<file path="src/rtl/snake_pkg.sv">
`default_nettype none
// ============================================================================
//  Module   : snake_pkg
//  Purpose  : Shared constants for the snake game score display path:
//             active-low seven-segment patterns (gfedcba), display FSM
//             state encoding and BCD digit width.
//  Revision : 1.0  initial release
// ============================================================================
package snake_pkg;

    localparam int BCD_BIT = 4;

    // Active-low segment patterns, bit order gfedcba
    localparam logic [6:0] SEG_0     = 7'b1000000;
    localparam logic [6:0] SEG_1     = 7'b1111001;
    localparam logic [6:0] SEG_2     = 7'b0100100;
    localparam logic [6:0] SEG_3     = 7'b0110000;
    localparam logic [6:0] SEG_4     = 7'b0011001;
    localparam logic [6:0] SEG_5     = 7'b0010010;
    localparam logic [6:0] SEG_6     = 7'b0000010;
    localparam logic [6:0] SEG_7     = 7'b1111000;
    localparam logic [6:0] SEG_8     = 7'b0000000;
    localparam logic [6:0] SEG_9     = 7'b0010000;
    localparam logic [6:0] SEG_BLANK = 7'b1111111;

    typedef enum logic [1:0] {
        ST_IDLE  = 2'd0,
        ST_SHIFT = 2'd1,
        ST_DONE  = 2'd2
    } state_t;

endpackage
`default_nettype wire

</file>
<file path="src/rtl/score_display_driver_if.sv">
`default_nettype none
// ============================================================================
//  Module   : score_display_driver_if
//  Purpose  : Bundle between the game core / board pins and the score
//             display driver. The master side supplies score and control
//             levels; the slave side (the driver) returns segment drives
//             and status.
//  Revision : 1.0  initial release
// ============================================================================
interface score_display_driver_if #(
    parameter int SCORE_BIT = 7
);
    logic [SCORE_BIT-1:0] score;
    logic                 game_over;
    logic                 show_high;
    logic [6:0]           hex0;
    logic [6:0]           hex1;
    logic [6:0]           hex2;
    logic                 busy;
    logic                 update;
    logic [SCORE_BIT-1:0] high_score;
    logic                 new_record;

    modport master (
        output score, game_over, show_high,
        input  hex0, hex1, hex2, busy, update, high_score, new_record
    );

    modport slave (
        input  score, game_over, show_high,
        output hex0, hex1, hex2, busy, update, high_score, new_record
    );
endinterface
`default_nettype wire

</file>
<file path="src/rtl/score_display_driver_bcd_to_seg7.sv">
`default_nettype none
// ============================================================================
//  Module   : bcd_to_seg7
//  Purpose  : Combinational BCD digit to active-low seven-segment decoder
//             with a blanking input. Non-decimal codes also blank.
//  Revision : 1.0  initial release
// ============================================================================
module bcd_to_seg7
    import snake_pkg::*;
(
    input  wire logic [BCD_BIT-1:0] i_bcd,
    input  wire logic               i_blank,
    output logic      [6:0]         o_seg
);

    // Pattern lookup; blank overrides the digit value
    always_comb begin
        o_seg = SEG_BLANK;
        if (!i_blank) begin
            case (i_bcd)
                4'd0:    o_seg = SEG_0;
                4'd1:    o_seg = SEG_1;
                4'd2:    o_seg = SEG_2;
                4'd3:    o_seg = SEG_3;
                4'd4:    o_seg = SEG_4;
                4'd5:    o_seg = SEG_5;
                4'd6:    o_seg = SEG_6;
                4'd7:    o_seg = SEG_7;
                4'd8:    o_seg = SEG_8;
                4'd9:    o_seg = SEG_9;
                default: o_seg = SEG_BLANK;
            endcase
        end
    end

endmodule
`default_nettype wire

</file>
<file path="src/rtl/score_display_driver.sv">
`default_nettype none
// ============================================================================
//  Module   : score_display_driver
//  Purpose  : Converts the game score to three active-low seven-segment
//             digits using a sequential shift-add-3 (double dabble) FSM,
//             with leading-zero blanking. Optional high-score tracking is
//             compiled in when HIGH_SCORE_EN is defined.
//  Revision : 1.0  initial release
// ============================================================================
module score_display_driver
    import snake_pkg::*;
#(
    parameter int SCORE_BIT  = 7,
    parameter int NUM_DIGITS = 3
)(
    input  wire logic              clock_25,
    input  wire logic              reset,
    score_display_driver_if.slave  bus
);

    localparam int BCD_W   = BCD_BIT * NUM_DIGITS;
    localparam int SHIFT_W = BCD_W + SCORE_BIT;
    localparam int CNT_W   = $clog2(SCORE_BIT + 1);

    state_t                 state_q, state_d;
    logic [SCORE_BIT-1:0]   shown_value_q, shown_value_d;
    logic [SHIFT_W-1:0]     shift_q, shift_d;
    logic [CNT_W-1:0]       cnt_q, cnt_d;
    logic [6:0]             hex_q [NUM_DIGITS];
    logic [6:0]             hex_d [NUM_DIGITS];
    logic                   update_q, update_d;

    logic [SCORE_BIT-1:0]   w_source;
    logic [SHIFT_W-1:0]     w_adj;
    logic [BCD_BIT-1:0]     w_digit [NUM_DIGITS];
    logic                   w_blank [NUM_DIGITS];
    logic [6:0]             w_seg   [NUM_DIGITS];
    logic                   w_leading;

    // ------------------------------------------------------------------
    // High-score tracking (optional)
    // ------------------------------------------------------------------
`ifdef HIGH_SCORE_EN
    logic                 game_over_q, game_over_d;
    logic [SCORE_BIT-1:0] high_score_q, high_score_d;
    logic                 new_record_q, new_record_d;

    // Latch a strictly better score on the rising edge of game_over
    always_comb begin
        game_over_d  = bus.game_over;
        high_score_d = high_score_q;
        new_record_d = 1'b0;
        if (bus.game_over && !game_over_q && (bus.score > high_score_q)) begin
            high_score_d = bus.score;
            new_record_d = 1'b1;
        end
    end

    // High-score registers; cleared only by reset
    always_ff @(posedge clock_25 or posedge reset) begin
        if (reset) begin
            game_over_q  <= 1'b0;
            high_score_q <= '0;
            new_record_q <= 1'b0;
        end else begin
            game_over_q  <= game_over_d;
            high_score_q <= high_score_d;
            new_record_q <= new_record_d;
        end
    end

    assign w_source       = bus.show_high ? high_score_q : bus.score;
    assign bus.high_score = high_score_q;
    assign bus.new_record = new_record_q;
`else
    logic unused_feature_w;

    assign unused_feature_w = ^{bus.game_over, bus.show_high};
    assign w_source         = bus.score;
    assign bus.high_score   = '0;
    assign bus.new_record   = 1'b0;
`endif

    // ------------------------------------------------------------------
    // Digit extraction, blanking and decoders
    // ------------------------------------------------------------------
    for (genvar g = 0; g < NUM_DIGITS; g++) begin : g_digit
        assign w_digit[g] = shift_q[SCORE_BIT + g*BCD_BIT +: BCD_BIT];

        bcd_to_seg7 u_dec (
            .i_bcd   (w_digit[g]),
            .i_blank (w_blank[g]),
            .o_seg   (w_seg[g])
        );
    end

    // A digit blanks while it and every digit above it are zero; units never blank
    always_comb begin
        w_leading = 1'b1;
        for (int i = NUM_DIGITS - 1; i >= 0; i--) begin
            w_leading  = w_leading & (w_digit[i] == '0);
            w_blank[i] = w_leading & (i != 0);
        end
    end

    // ------------------------------------------------------------------
    // Conversion FSM
    // ------------------------------------------------------------------
    // Next-state and datapath: add-3 correction then shift each SHIFT cycle
    always_comb begin
        state_d       = state_q;
        shown_value_d = shown_value_q;
        shift_d       = shift_q;
        cnt_d         = cnt_q;
        hex_d         = hex_q;
        update_d      = 1'b0;

        w_adj = shift_q;
        for (int i = 0; i < NUM_DIGITS; i++) begin
            if (w_adj[SCORE_BIT + i*BCD_BIT +: BCD_BIT] >= 4'd5) begin
                w_adj[SCORE_BIT + i*BCD_BIT +: BCD_BIT] =
                    w_adj[SCORE_BIT + i*BCD_BIT +: BCD_BIT] + 4'd3;
            end
        end

        case (state_q)
            ST_IDLE: begin
                if (w_source != shown_value_q) begin
                    shown_value_d = w_source;
                    shift_d       = {{BCD_W{1'b0}}, w_source};
                    cnt_d         = '0;
                    state_d       = ST_SHIFT;
                end
            end
            ST_SHIFT: begin
                shift_d = {w_adj[SHIFT_W-2:0], 1'b0};
                cnt_d   = cnt_q + CNT_W'(1);
                if (cnt_q == CNT_W'(SCORE_BIT - 1)) begin
                    state_d = ST_DONE;
                end
            end
            ST_DONE: begin
                for (int i = 0; i < NUM_DIGITS; i++) begin
                    hex_d[i] = w_seg[i];
                end
                update_d = 1'b1;
                state_d  = ST_IDLE;
            end
            default: begin
                state_d = ST_IDLE;
            end
        endcase
    end

    // State and display registers; reset aborts any conversion in flight
    always_ff @(posedge clock_25 or posedge reset) begin
        if (reset) begin
            state_q       <= ST_IDLE;
            shown_value_q <= '0;
            shift_q       <= '0;
            cnt_q         <= '0;
            update_q      <= 1'b0;
            for (int i = 0; i < NUM_DIGITS; i++) begin
                hex_q[i] <= (i == 0) ? SEG_0 : SEG_BLANK;
            end
        end else begin
            state_q       <= state_d;
            shown_value_q <= shown_value_d;
            shift_q       <= shift_d;
            cnt_q         <= cnt_d;
            update_q      <= update_d;
            hex_q         <= hex_d;
        end
    end

    assign bus.hex0   = hex_q[0];
    assign bus.hex1   = hex_q[1];
    assign bus.hex2   = hex_q[2];
    assign bus.busy   = (state_q != ST_IDLE);
    assign bus.update = update_q;

endmodule
`default_nettype wire

</file>
<file path="src/flat_wrapper.sv">
// flat-port wrapper written by rule: the top's interface ports become plain ports
module score_display_driver_flat import snake_pkg::*;
#(
    parameter int SCORE_BIT  = 7,
    parameter int NUM_DIGITS = 3
)
  (clock_25, reset, bus_score, bus_game_over, bus_show_high, bus_hex0, bus_hex1, bus_hex2, bus_busy, bus_update, bus_high_score, bus_new_record);
  score_display_driver_if #(.SCORE_BIT(SCORE_BIT)) bus_i ();
  input  wire logic clock_25;
  input  wire logic reset;
  input wire logic [$bits(bus_i.score)-1:0] bus_score;
  input wire logic [$bits(bus_i.game_over)-1:0] bus_game_over;
  input wire logic [$bits(bus_i.show_high)-1:0] bus_show_high;
  output wire logic [$bits(bus_i.hex0)-1:0] bus_hex0;
  output wire logic [$bits(bus_i.hex1)-1:0] bus_hex1;
  output wire logic [$bits(bus_i.hex2)-1:0] bus_hex2;
  output wire logic [$bits(bus_i.busy)-1:0] bus_busy;
  output wire logic [$bits(bus_i.update)-1:0] bus_update;
  output wire logic [$bits(bus_i.high_score)-1:0] bus_high_score;
  output wire logic [$bits(bus_i.new_record)-1:0] bus_new_record;
  assign bus_i.score = bus_score;
  assign bus_i.game_over = bus_game_over;
  assign bus_i.show_high = bus_show_high;
  assign bus_hex0 = bus_i.hex0;
  assign bus_hex1 = bus_i.hex1;
  assign bus_hex2 = bus_i.hex2;
  assign bus_busy = bus_i.busy;
  assign bus_update = bus_i.update;
  assign bus_high_score = bus_i.high_score;
  assign bus_new_record = bus_i.new_record;
  score_display_driver #(.SCORE_BIT(SCORE_BIT), .NUM_DIGITS(NUM_DIGITS)) u_core (.clock_25(clock_25), .reset(reset), .bus(bus_i));
endmodule
</file>
<file path="config.mk">
export PLATFORM = sky130hd
export DESIGN_NAME = score_display_driver_flat
export DESIGN_NICKNAME = d
export VERILOG_FILES = /design/src/rtl/snake_pkg.sv /design/src/rtl/score_display_driver_if.sv /design/src/rtl/score_display_driver_bcd_to_seg7.sv /design/src/rtl/score_display_driver.sv /design/src/flat_wrapper.sv
export SDC_FILE = /design/constraint.sdc
export NUM_CORES = 1
export LEC_CHECK = 0
export BUFFER_PORTS_ARGS = -buffer_cell sky130_fd_sc_hd__buf_2
export CORE_MARGIN = 1
export CORE_UTILIZATION = 24
export CTS_CLUSTER_DIAMETER = 50
export DETAILED_ROUTE_END_ITERATION = 8
export GPL_TIMING_DRIVEN = 0
export HOLD_SLACK_MARGIN = 0.15
export PLACE_DENSITY = 0.42
export SLEW_MARGIN = 10
export SYNTH_ARGS = -nofsm -noshare
export SYNTH_HDL_FRONTEND = slang
export SYNTH_SLANG_ARGS = --single-unit
</file>
<file path="constraint.sdc">
create_clock -name clock_25 -period 3.5 [get_ports clock_25]
set_input_delay 0.175 -clock clock_25 [delete_from_list [all_inputs] [get_ports clock_25]]
set_output_delay 0.175 -clock clock_25 [all_outputs]
set_load 0.02 [all_outputs]
</file>
==> flow_results.org <==
** Run status
- The run finished with clean final reports.

** Worst setup path
- Worst path slowest cell :: nor2_1
- Startpoint-to-endpoint class of the critical path :: register to output pin
- At the worst endpoint, the arrival time is 1940 ps.
- Longest individual stage delay on the worst path :: 450 ps
- In this run the worst path has a maximum fanout of 9.
- Critical Path Start Type :: register
- Traced cell by cell, the critical path runs through buf_2 > nor2_1 > clkinv_1 > buf_2.
- CP endpoint kind :: output pin
- Counting stages on the worst path, the most repeated cell is buf_2.
- Worst path required time :: 3320 ps
- Setup slack on the worst flop-to-flop path :: 1480 ps

** Final layout
- Fill cells in the final layout number 1331.
- Once layout is complete, the utilization of the core stands at 0.300.
- Relative to the synthesized area, the layout overhead comes to 20.1%.
- Inserted Diodes :: 0
- In the final layout, the share of cells above drive strength 1 is 0.194.
- The finished layout holds 540 standard cells, fillers aside.
- At the end of the flow, the number of nets in the layout was 401.

** Clock network
- TritonCTS Buffers :: 5
- Clock tree synthesis found a total of 53 sinks.
- Clock-pin slew was measured on the worst setup and hold paths at 70 ps.
- TritonCTS built the clock tree.
- Clock latency on the worst-skew pair, taken at its later pin, is 290 ps.
- Maximum clock path buffer count :: 2
- Level count of the clock H-tree :: 2
- Root Driver :: clkbuf_16

** Yosys
- By instance count, the leading cell after synthesis is dfrtp_1.
- Among all flip-flop cells after synthesis, the most frequent one is dfrtp_1.
- Post-synthesis instance total :: 318
- Share of async-settable or async-resettable flops after synthesis :: 1.00
- During synthesis, Yosys emitted a total of 0 warnings.
- Cell taking the most area after synthesis :: dfrtp_1
- For this run, the register share of the synthesized area comes to 0.442.
- EDFF count, synth :: 0
- Commonest cells in the netlist :: dfrtp_1 (38), nand2_1 (35), a21oi_1 (20)
- In this run, distinct cell masters in the synthesized netlist total 45.
- Area share of the largest cell type after synthesis :: 0.312
- Cell area after synthesis :: 0.00305 mm²
- A synthesized cell averages 9.58 µm².
- Total of flip-flops plus latches after synthesis :: 53
- Ranking of synthesized cells by area :: dfrtp_1 (31%), dfstp_2 (13%), ha_1 (7.8%)

** Route
- First-pass iteration count of the detailed router :: 4
- The final layout contains routed wiring with a total length of 7140 µm.
- DR WL/cell :: 13.2 µm
- Vias/cell :: 4.47
- In the routed design, unresolved DRC markers number 0.
- Detailed routing inserted a total of 2414 vias.
- Antenna-violating nets left :: 0
- The detailed router finished its first iteration with 79 violations.

** Timing
- In this run the tightest slew margin relative to its limit is 0.526.
- On the final layout, the worst clock skew is 11.4 ps.
- Transition time of the tightest slew-check pin :: 710 ps
- Setup slack closes at 1380 ps.
- Hold Vio Cnt, Final :: 0
- The number of slew-limit violations in the final report is 0.
- Setup violations, final :: 0
- Dividing the final minimum period by the clock period gives 0.604.
- Final total negative setup slack :: 0 ps
- Highest attainable clock frequency :: 473 MHz
- After layout, the minimum clock period comes to 2120 ps.
- Setup repair after global routing missed its margin :: false

** Global route
- Maximum number of pins on one net before global-route repair :: 54
- The initial antenna violation count was 0.
- Via count of the first global-routing pass :: 2401
- In the global route stage, overall resource usage came out at 0.119.
- Wire length of the first global-routing pass :: 12200 µm
- Remaining Overflow, GRT :: 0

** Min path
- The tightest min-delay check is of the register to register type.

** Place
- Worst slack at placement :: 1480 ps
- The HPWL after detailed placement is 5040 µm.
- In this run the tool buffered the top-level ports with 31 buffer cells.
- Final weighted congestion in routability-driven placement :: 0.781
- Number of instances in the placed design :: 524

** Run
- Max-cap violations in this run came to 0.

** Die
- The floorplan has 40 rows.
- Core area :: 0.0122 mm²
- The die covers 0.0131 mm².
- In this run the vertical extent of the chip is 115 µm.
- The floorplan step set the die width to 115 µm.
- 42 I/O pins were placed.
- Initial Utilization :: 0.249

** Power and ir drop
- Leakage component of the power :: 0.00167 µW
- Power comes to 3490 µW.
- Pwr/cell area :: 953 mW/mm²
- Largest vdd supply drop :: 0.274 mV
-- state kept, by name, summed over array words and instances (netlist names) --
signal and cells:
u_core.bus.hex2 7, u_core.bus.hex1 7, u_core.bus.update 1, u_core.shift_q 19, u_core.state_q 2, u_core.cnt_q 3, u_core.shown_value_q 7, u_core.bus.hex0 7
-- stage by stage --
stage               hold slack, ps  area, µm²
global route                   492       3660
floorplan                      298       3070
CTS                            480       3660
global placement               427       3440
finish                         475       3660
detailed placement             351       3440
-- repair_timing --
action / in CTS / in global routing
resized for setup: 0 / 0
setup buffers: 0 / 0
hold endpoints to repair: 45 / 0
hold buffers: 8 / 0
-- worst paths after layout --
path                                     from                 endpoint  cells after the start
min in group asynchronous               reset       u_core.shift_q[14]                      3
max in group asynchronous               reset  u_core.shown_value_q[5]                      3
hold reg to reg            u_core.bus.hex2[6]       u_core.bus.hex2[6]                      2
hold / removal             u_core.bus.hex2[6]       u_core.bus.hex2[6]                      2
setup / recovery            u_core.state_q[1]                 bus_busy                      4
setup reg to reg           u_core.shift_q[13]       u_core.shift_q[14]                      7
-- final cells by class --
cell class / count / area [µm²] / share of cell area
Multi-Input combinational cell: 226 / 1510 / 0.412
Clock buffer: 7 / 133 / 0.0363
Buffer: 26 / 143 / 0.0390
Tap cell: 168 / 210 / 0.0575
Timing Repair Buffer: 39 / 235 / 0.0643
Inverter: 20 / 77.6 / 0.0212
Sequential cell: 53 / 1350 / 0.368
Clock inverter: 1 / 6.26 / 0.00171
-- where the power goes --
group	total (µW)	internal, µW	switching, µW
Clock	493	267	225
Combinational	1820	749	1070
Sequential	1180	955	222
-- worst max-delay path: cells and delay by family (launching register included) --
kind | cells | cell delay (ps)
and+or+nand+nor | 1 | 450
DFF | 1 | 350
buffers and inverters | 3 | 850
-- cells in the final DEF, fill, tap and decap left out, types with 9 or more instances in the layout --
cell | netlist | routed
buf_4 | 9 | 9
buf_2 | 3 | 34
inv_1 | 19 | 18
ha_1 | 19 | 19
nand2_1 | 35 | 35
clkbuf_1 | 13 | 15
a21oi_1 | 20 | 20
dfstp_2 | 15 | 15
o21ai_0 | 10 | 10
dfrtp_1 | 38 | 38
nor2_1 | 19 | 19
-- routing by layer --
metal | share of wire | track usage | vias to the layer above
met4 | 0.012 | 0.0390 | 0
met1 | 0.51 | 0.159 | 1150
met5 | 0 | 0 | -
met2 | 0.45 | 0.193 | 40
met3 | 0.032 | 0.0228 | 5
li1 | - | - | 1219
-- cell families after synthesis --
group | after synthesis | synth area share
buffers and inverters | 46 | 0.0715
AOI/OAI and AO/OA | 89 | 0.205
xor gates and xnor gates | 11 | 0.0316
DFF | 53 | 0.442
and+or+nand+nor | 92 | 0.147
adders and majority gates | 19 | 0.0781
muxes | 7 | 0.0242
other | 1 | 0.00123
Note: power is estimated with default switching activity, not from simulation.
